`src/rtl/univ_mod_counter.sv`:
```
// Modulo-MOD up/down counter with programmable step, wrap or saturate mode,
// synchronous clear, range-checked parallel load and registered event pulses.
module univ_mod_counter #(
    parameter int unsigned N      = 4,
    parameter int unsigned MOD    = 10,
    parameter int unsigned STEP_W = 2
) (
    input  logic              clk,
    input  logic              rst_n,
    input  logic              syn_clr,
    input  logic              load,
    input  logic              en,
    input  logic              up,
    input  logic              sat,
    input  logic [STEP_W-1:0] step,
    input  logic [N-1:0]      d,
    output logic [N-1:0]      q,
    output logic              max_tick,
    output logic              min_tick,
    output logic              wrap,
    output logic              sat_hit,
    output logic              load_err
);

    // Reject parameter sets that cannot hold the range or whose step could exceed it.
    if (MOD < 2 || (N < 32 && MOD > (32'd1 << N))) begin : g_bad_mod
        $error("univ_mod_counter: MOD must satisfy 2 <= MOD <= 2**N");
    end
    if (STEP_W == 0 || STEP_W >= 32 || ((32'd1 << STEP_W) - 32'd1) >= MOD) begin : g_bad_step
        $error("univ_mod_counter: 2**STEP_W-1 must be smaller than MOD");
    end

    localparam int unsigned XW  = N + 1;
    localparam logic [N:0]   MOD_X = XW'(MOD);
    localparam logic [N-1:0] TOP   = N'(MOD - 1);

    logic [N:0]   q_x;
    logic [N:0]   step_x;
    logic [N:0]   sum_x;
    logic [N:0]   sum_wrap_x;
    logic [N:0]   diff_x;
    logic [N:0]   diff_wrap_x;
    logic [N-1:0] q_nxt;
    logic         wrap_nxt;
    logic         sat_nxt;
    logic         lerr_nxt;

    // Widen by one bit so the up-sum and the down-wrap never overflow.
    assign q_x         = {1'b0, q};
    assign step_x      = XW'(step);
    assign sum_x       = q_x + step_x;
    assign sum_wrap_x  = sum_x - MOD_X;
    assign diff_x      = q_x - step_x;
    assign diff_wrap_x = q_x + MOD_X - step_x;

    // Next-state and pulse selection, priority clear > load > enable > hold.
    always_comb begin
        q_nxt    = q;
        wrap_nxt = 1'b0;
        sat_nxt  = 1'b0;
        lerr_nxt = 1'b0;
        if (syn_clr) begin
            q_nxt = '0;
        end else if (load) begin
            if (d <= TOP) begin
                q_nxt = d;
            end else begin
                q_nxt    = TOP;
                lerr_nxt = 1'b1;
            end
        end else if (en && (step != '0)) begin
            if (up) begin
                if (sum_x <= {1'b0, TOP}) begin
                    q_nxt = sum_x[N-1:0];
                end else if (sat) begin
                    q_nxt   = TOP;
                    sat_nxt = 1'b1;
                end else begin
                    q_nxt    = sum_wrap_x[N-1:0];
                    wrap_nxt = 1'b1;
                end
            end else begin
                if (q_x >= step_x) begin
                    q_nxt = diff_x[N-1:0];
                end else if (sat) begin
                    q_nxt   = '0;
                    sat_nxt = 1'b1;
                end else begin
                    q_nxt    = diff_wrap_x[N-1:0];
                    wrap_nxt = 1'b1;
                end
            end
        end
    end

    always_ff @(posedge clk or negedge rst_n) begin
        if (!rst_n) begin
            q        <= '0;
            wrap     <= 1'b0;
            sat_hit  <= 1'b0;
            load_err <= 1'b0;
        end else begin
            q        <= q_nxt;
            wrap     <= wrap_nxt;
            sat_hit  <= sat_nxt;
            load_err <= lerr_nxt;
        end
    end

    // Bound flags decode the registered count directly.
    assign max_tick = (q == TOP);
    assign min_tick = (q == '0);

endmodule

```
`config.mk`:
```
export PLATFORM = sky130hd
export DESIGN_NAME = univ_mod_counter
export DESIGN_NICKNAME = d
export VERILOG_FILES = /design/src/rtl/univ_mod_counter.sv
export SDC_FILE = /design/constraint.sdc
export NUM_CORES = 1
export LEC_CHECK = 0
export CAP_MARGIN = 20
export CELL_PAD_IN_SITES_DETAIL_PLACEMENT = 1
export CELL_PAD_IN_SITES_GLOBAL_PLACEMENT = 1
export CORE_UTILIZATION = 36
export DETAILED_ROUTE_END_ITERATION = 10
export PLACE_DENSITY = 0.83
export SLEW_MARGIN = 20
export SYNTH_ARGS = -nofsm -noshare
export SYNTH_HDL_FRONTEND = slang
export SYNTH_SLANG_ARGS = --single-unit
```
`constraint.sdc`:
```
create_clock -name clk -period 3 [get_ports clk]
set_clock_uncertainty 0.1 [all_clocks]
set_input_delay 0.9 -clock clk [delete_from_list [all_inputs] [get_ports clk]]
set_output_delay 0.9 -clock clk [all_outputs]
set_load 0.01 [all_outputs]
```
### Word level (Yosys, flattened, before mapping)

Cells that the tools add are included.
Widths: inputs -> output; s select.

| word-level totals | value |
|---|---|
| register bits | 7 |
| input bits | 13 |
| output and inout port bits | 9 |
| logic and storage cells | 43 |

| operators by class | value |
|---|---|
| $add $sub $neg | 5 |
| magnitude comparators | 3 |
| eq/ne operators | 1 |
| multiplexer cells | 26 |
| reduce and logical (&&, ||, !) cells | 4 |

Operator list:

| operator | number |
|---|---|
| $mux 4 | 9 |
| $mux 1 | 17 |
| $sub 4x2->4 | 2 |
| $add 4x2->5 | 1 |
| $le 5x4->1 const B | 1 |
| $add 4x4->4 const B | 1 |
| $eq 4x4->1 const B | 1 |
| $ge 4x2->1 | 1 |
| $le 4x4->1 const B | 1 |
| $logic_not 4->1 | 1 |
| $sub 4x4->4 const B | 1 |
| $reduce_bool 3->1 | 1 |
| $reduce_bool 2->1 | 1 |
| $logic_and 1x1->1 | 1 |

### Longest topological paths before layout

Gate-level depths: netlist of the first run.

| depth | value |
|---|---|
| word-level depth | 8 |
| mapped depth | 9 |
| depth with buffers taken out | 9 |

### Least setup slack after synthesis of the first run

OpenSTA, ideal clock, no wires.

| timing | value |
|---|---|
| path type | input to register |
| start point | in step[0] |
| end point | reg q[2] |
| setup time | 123 ps |
| arrival | 2,750 ps |
| required time | 2,777 ps |
| path slack | 27 ps |
| stages | 7 |
| path buffers | 0 |
| cell sequence | ha_1 -> fa_1 -> inv_1 -> ha_1 -> o31ai_2 -> mux2_1 -> o221a_1 |

| on the way | value |
|---|---|
| word-level cells in the longest chain between the ends | 8 |
| elaborated cells between the ends (all ways) | 17 |
| classes of those cells | add/sub: 4; order compare: 2; mux: 8; reduce/logical: 3 |

RTL lines:

| item | line | text |
|---|---|---|
| start, declared | 15 | `input logic [STEP_W-1:0] step,` |
| $add 4x2->5 | 51 | `assign sum_x = q_x + step_x;` |
| $sub 4x4->4 | 52 | `assign sum_wrap_x = sum_x - MOD_X;` |
| $mux 4 | 75 | `end else if (sat) begin` |
| $mux 4 | 73 | `if (sum_x <= {1'b0, TOP}) begin` |
| $mux 4 | 72 | `if (up) begin` |
| $mux 4 | 71 | `end else if (en && (step != '0)) begin` |
| $mux 4 | 64 | `end else if (load) begin` |
| $mux 4 | 62 | `if (syn_clr) begin` |
| end signal, assigned | 103 | `q <= q_nxt;` |
| end, declared | 17 | `output logic [N-1:0] q,` |

Several ways; a longest one is shown, not always the timed one. The select of a mux whose other input is x is not followed.
A chain may end at the register's enable or synchronous reset.

### Worst setup path in the final report of the first run

| timing | value |
|---|---|
| start point | in step[0] |
| end point | reg q[3] |

Same word-level chain as after synthesis.

==> results.md, run 1 <==
* Status: complete, no violations
* Main combinational cell family by area after synthesis: compound AO/OA/AOI/OAI gates
* Combinational fraction of design power at 0.590
* Commonest non-fill, non-tap cell in the layout: clkdlybuf4s50_1
* Max-slew violation count at 0
* Detailed-route wire length per cell at 17.0 µm
* Worst-path clk slew at 0.05 ns
* Largest net degree at the start of global routing at 13
* Sequential-to-total area share from yosys stat at 0.191
* Hold buffers post-CTS at 0
* Hold Crit Start: q[0]
* Mapped Cells at 103
* Post-synth ARST share at 1.00
* Clk buf depth at 2
* Most frequent cells in the layout: clkdlybuf4s50_1 (19), buf_4 (14), inv_1 (12), ha_1 (9), dfrtp_1 (7)
* Via Count at 918
* Flop-to-flop setup slack at 0.47 ns
* Grt met2 use at 0.411
* Clock tree sinks at 7
* Initial antenna violation count at 0
* GRT Overall Usage at 0.232
* Synthesis Warnings at 0
* Layout Utilization at 0.575
* DR vias/cell at 5.50
* Placement Setup Slack at -0.495 ns
* Cell Pwr Density at 361 mW/mm²
* Total grt overflow at 0
* Post-synthesis adder-cell area fraction at 0.215
* Layout Cells excl Fill at 167
* Mean post-synth cell area at 8.92 µm²
* Clock network fraction of total power at 0.181
* DP Wirelength at 2260 µm
* Crit-path max cell delay at 0.57 ns
* Mux contribution to synthesized area at 0.0232
* CTS buffer count at 3
* Min-Delay Path Class: flip-flop to flip-flop
* Final WL at 2850 µm
* Syn-to-layout area delta at 43.7%
* GR Layer Usage met3 at 0.0174
* Switching share of total power at 0.384
* Dpl cells at 162
* Xor/xnor share of the synthesized area at 0.0559
* Pin slew with the least headroom to its limit at 0.595 ns
* Critical Path Start: step[0]
* Die area at 0.00276 mm²
* CP max FO at 4
* Worst Path Class, Setup: primary input to flip-flop
* Worst path bufs/invs at 2
* Critical-path top delay cell: fa_2
* RSZ-0062 raised after global routing: no
* Port buffer count at 21
* Origin of the critical flop-to-flop path: q[0]
* Yosys reg bits at 7
* Final Hold Fails at 0
* Final instance area at 0.00132 mm²
* Synth cell types at 45
* Most used DFF post-synth: dfrtp_1
* Gp weighted congestion at 0.859
* First-pass GRT wire length at 4440 µm
* Clk_lat worst skew at 0.25 ns
* Crit path cell chain: dlygate4sd2_1 -> ha_2 -> fa_2 -> inv_1 -> ha_4 -> or4_4 -> a21oi_2 -> o32ai_1
* Diodes inserted at 0
* WHS at 0.564 ns
* Static Leak at 0.000576 µW
* Synth Area in Simple Gates at 0.193
* CTS root buf: clkbuf_4
* Max Clock Freq at 339 MHz
* PnR worst setup slack at 0.0517 ns
* Std cell rows at 17
* Mapped cell area at 918 µm²
* Area post-placement at 0.00123 mm²
* Initial Util at 0.400
* Sw power at 183 µW
* Slew HR at 0.599
* CP Launch Type: primary input
* Top delay family on crit path: adder cells
* Max-cap check violation count at 0
* Flop pwr share at 0.228
* Fin crit period at 2.95 ns
* # nets final at 167
* Final setup fails at 0
* Number of enable flip-flop cells after synthesis at 0
* Worst vdd ir at 0.000187 V
* Compound-cell area share of the yosys netlist at 0.232
* Critical Path Stages at 8
* Depth of the most critical reg-to-reg path at 7
* Hold Path Depth at 1
* Int Pwr at 294 µW
* Fin crit share at 0.983
* Core Box Area at 0.00230 mm²
* CP Data Required Time at 3.02 ns
* Antenna-violating nets left at 0
* DR DRC count at 0
* Boundary Pins at 22
* Vias in the first global route at 912
* CTS tree: done
* Worst Setup End Kind: flip-flop
* Mapped Nets at 130
* DRT Pass-1 Iters at 4
* CP Data Arrival Time at 2.97 ns
* Die width at 52.5 µm
* DR iter-0 viols at 24
* Die Span Y at 52.5 µm
* H-tree levels at 1
* Fraction of layout cells with a size suffix above 1 at 0.237
* M1 GR Usage at 0.294
* GR peak layer: met2
worst register-to-register path, delay by kind of cell, from the launching register on:
kind	cells	cell delay, ns
adder cells (fa/ha/maj)	3	0.98
AO/OA/AOI/OAI	2	0.28
flip-flops	1	0.46
buffers and inverters	1	0.07
AND/OR/NAND/NOR	1	0.51
cell usage after synthesis, types with 3 or more instances:
library cell,n,share of area
nor2_1,6,0.025
fa_1,3,0.065
nor2b_1,3,0.020
a21oi_1,5,0.027
inv_1,12,0.049
nor3_1,6,0.033
dfrtp_1,7,0.19
a211oi_1,3,0.025
nor3b_1,4,0.033
o21ai_0,5,0.027
xnor2_1,3,0.029
ha_1,11,0.15
path summary, 6_finish.rpt:
check | to
setup / recovery | q[3]
hold / removal | q[0]
setup reg to reg | q[3]
hold reg to reg | q[0]
max in group asynchronous | load_err
min in group asynchronous | sat_hit
cells by family after synthesis:
| kind of cell | count (synthesis) |
|---|---|
| muxes | 2 |
| buffers and inverters | 17 |
| xor gates and xnor gates | 5 |
| AOI/OAI and AO/OA | 28 |
| DFF | 7 |
| and+or+nand+nor | 30 |
| adders and majority gates | 14 |
per-layer routing:
metal,wire [µm],vias to the layer above,share of wire
li1,-,437,-
met1,1190,445,0.42
met2,1470,30,0.52
met3,134,6,0.047
met4,54,0,0.019
met5,0,-,0
what timing repair did:
item	in CTS	in global routing
endpoints found under the setup margin	4	1
resized for setup	14	1
pin swaps	4	0
buffers inserted	1	0
stage by stage:
| stage | total power, µW | setup TNS (ns) |
|---|---|---|
| after global routing | 514 | 0 |
| final | 477 | 0 |
| after global placement | 351 | -1.85 |
| after floorplan | 256 | 0 |
| after CTS | 477 | 0 |
| after detailed placement | 365 | -2.25 |
cell type report:
type                    instances  area (µm²)
fillers                       271         977
multi-input cells              79         711
repair buffers                 36         324
flip-flops and latches          7         175
inverters                      13        48.8
well taps                      28        35.0
clock buffers                   4        26.3
state kept, by name (all words and copies together), names as in the netlist:
name and count:
load_err 1, sat_hit 1, q 4, wrap 1
power by group through the flow:
stage | clock network (µW) | logic, µW | registers, µW
2_1_floorplan | 0 | 144 | 112
3_3_place_gp | 0 | 242 | 110
3_5_place_dp | 0 | 255 | 110
4_1_cts | 88.0 | 280 | 109
5_1_grt | 96.1 | 308 | 110
6_report | 86.5 | 282 | 109
Note: power is estimated with default switching activity, not from simulation.
==> inputs of run 2 (changes only) <==
- PLACE_DENSITY: 0.83 -> default
- PLACE_DENSITY_LB_ADDON: default -> 0.12
==> run 2 against run 1 <==
Against the previous run:
- setup slack improved by 0.064 ns
- critical path depth did not move
- sequential cell count did not move
- utilization rose by 0.87 points
- highest routed layer unchanged
==> results.md, run 2 (synthesis gave the netlist of run 1 again) <==
* Int Pwr at 297 µW (+1.2%)
* Fin crit period at 2.88 ns (-0.0641 ns)
* DR vias/cell at 5.52 (+0.38%)
* Clock network fraction of total power at 0.185 (+0.004)
* Max-cap check violation count at 0 (unchanged)
* # nets final at 168 (+0.60%)
* CTS buffer count at 3 (unchanged)
* Final setup fails at 0 (unchanged)
* CP Launch Type: primary input
* Commonest non-fill, non-tap cell in the layout: clkdlybuf4s50_1
* DR iter-0 viols at 10 (-58%)
* DP Wirelength at 2250 µm (-0.52%)
* Combinational fraction of design power at 0.590 (about the same)
* Worst Path Class, Setup: primary input to flip-flop
* Most frequent cells in the layout: clkdlybuf4s50_1 (19), buf_4 (15), inv_1 (12), ha_1 (8), dfrtp_1 (7)
* Final Hold Fails at 0 (unchanged)
* Max Clock Freq at 347 MHz (+2.2%)
* Diodes inserted at 0 (unchanged)
* GRT Overall Usage at 0.240 (+0.00866)
* RSZ-0062 raised after global routing: no
* Total grt overflow at 0 (unchanged)
* Clk_lat worst skew at 0.26 ns (about the same)
* Gp weighted congestion at 0.875 (+1.8%)
* DRT Pass-1 Iters at 4 (unchanged)
* WHS at 0.598 ns (+0.0344 ns)
* Switching share of total power at 0.390 (+0.00630)
* First-pass GRT wire length at 4690 µm (+5.6%)
* CP max FO at 4 (unchanged)
* Static Leak at 0.000580 µW (+0.64%)
* Cell Pwr Density at 364 mW/mm² (+0.74%)
* Boundary Pins at 22 (unchanged)
* Via Count at 927 (+0.98%)
* Die width at 52.5 µm (unchanged)
* Worst Setup End Kind: flip-flop
* Pin slew with the least headroom to its limit at 0.435 ns (-0.160 ns)
* Worst-path clk slew at 0.06 ns (about the same)
* Die Span Y at 52.5 µm (unchanged)
* Clk buf depth at 2 (unchanged)
* Status: complete, no violations
* Fraction of layout cells with a size suffix above 1 at 0.279 (+0.0412)
* Antenna-violating nets left at 0 (unchanged)
* Min-Delay Path Class: flip-flop to flip-flop
* Flop pwr share at 0.225 (-0.003)
* CP Data Arrival Time at 2.91 ns (-0.06 ns)
* Die area at 0.00276 mm² (unchanged)
* CTS root buf: clkbuf_4
* CTS tree: done
* Filler instances at 276 (+1.8%)
* Flip-flop count of the largest register after layout at 4 (unchanged)
* H-tree levels at 1 (unchanged)
* Clock tree sinks at 7 (unchanged)
* Largest net degree at the start of global routing at 13 (unchanged)
* Layout Utilization at 0.583 (+0.00871)
* Std cell rows at 17 (unchanged)
* Port buffer count at 21 (unchanged)
* Detailed-route wire length per cell at 17.3 µm (+1.2%)
* DR DRC count at 0 (unchanged)
* Final WL at 2900 µm (+1.8%)
* Max-slew violation count at 0 (unchanged)
* Initial Util at 0.400 (unchanged)
* Vias in the first global route at 981 (+7.6%)
* Top reg by flops: q
* CP Data Required Time at 3.03 ns (about the same)
* Fin crit share at 0.961 (-0.0214)
* Core Box Area at 0.00230 mm² (unchanged)
* Syn-to-layout area delta at 45.9%
* Sw power at 191 µW (+3.9%)
* Slew HR at 0.707 (+0.108)
* Worst vdd ir at 0.000234 V (+25%)
* Initial antenna violation count at 0 (unchanged)
* Power Total at 488 µW (+2.3%)
run 2: worst max-delay path, cell delays in order:
cell and delay, ns:
dlygate4sd2_1 0.25, ha_2 0.19, fa_2 0.55, inv_1 0.07
ha_4 0.18, or4_4 0.52, a21oi_2 0.15, o32ai_1 0.10
run 2: final cells by class:
type	count	area [µm²]	share of cell area
Inverter	13	48.8	0.0364
Tap cell	28	35.0	0.0261
Timing Repair Buffer	37	328	0.245
Multi-Input combinational cell	79	727	0.542
Sequential cell	7	175	0.131
Clock buffer	4	26.3	0.0196
run 2: through the flow:
step,TNS [ns],instances,setup WS (ns),area [µm²]
6_report,0,168,0.116,1340
5_1_grt,0,168,0.0311,1340
4_1_cts,0,168,0.0921,1340
3_5_place_dp,-2.83,163,-0.593,1240
3_3_place_gp,-2.07,163,-0.465,1240
2_1_floorplan,0,103,0.0271,918
run 2: worst paths after layout:
kind                       slack [ns]  cells past startpoint   end  startpoint
max in group asynchronous        1.78                      1  q[2]       rst_n
min in group asynchronous        0.79                      1  q[3]       rst_n
min                              0.60                      2  q[0]        q[0]
min reg2reg                      0.60                      2  q[0]        q[0]
max                              0.12                      8  q[3]     step[0]
max reg2reg                      0.54                     10  q[0]        q[0]
run 2: per-layer routing:
metal,part of all wire,up-vias,wire (µm),GRT usage
met5,0,-,0,0
met4,0.022,0,65,0.114
met3,0.018,5,52,0.0116
met2,0.53,21,1530,0.439
met1,0.43,463,1250,0.281
li1,-,438,-,-
run 2: what timing repair did:
item                       in CTS  in global routing
setup buffers                   1                  0
gates resized for setup        17                  3
hold buffers                    0                  0
setup endpoints to repair       5                  3
pin swaps                       7                  0
gates cloned                    0                  0
run 2: power groups by stage:
stage	Clock, µW	Sequential (µW)	Combinational, µW
after floorplan	0	112	144
after global placement	0	111	243
after detailed placement	0	111	252
after CTS	93.0	110	282
after global routing	97.5	111	316
final	90.1	110	288
==> inputs of run 3 (changes only) <==
- CAP_MARGIN: 20 -> default
==> results of run 3 <==
The final DEF is identical to that of run 2; final timing and power are the same.
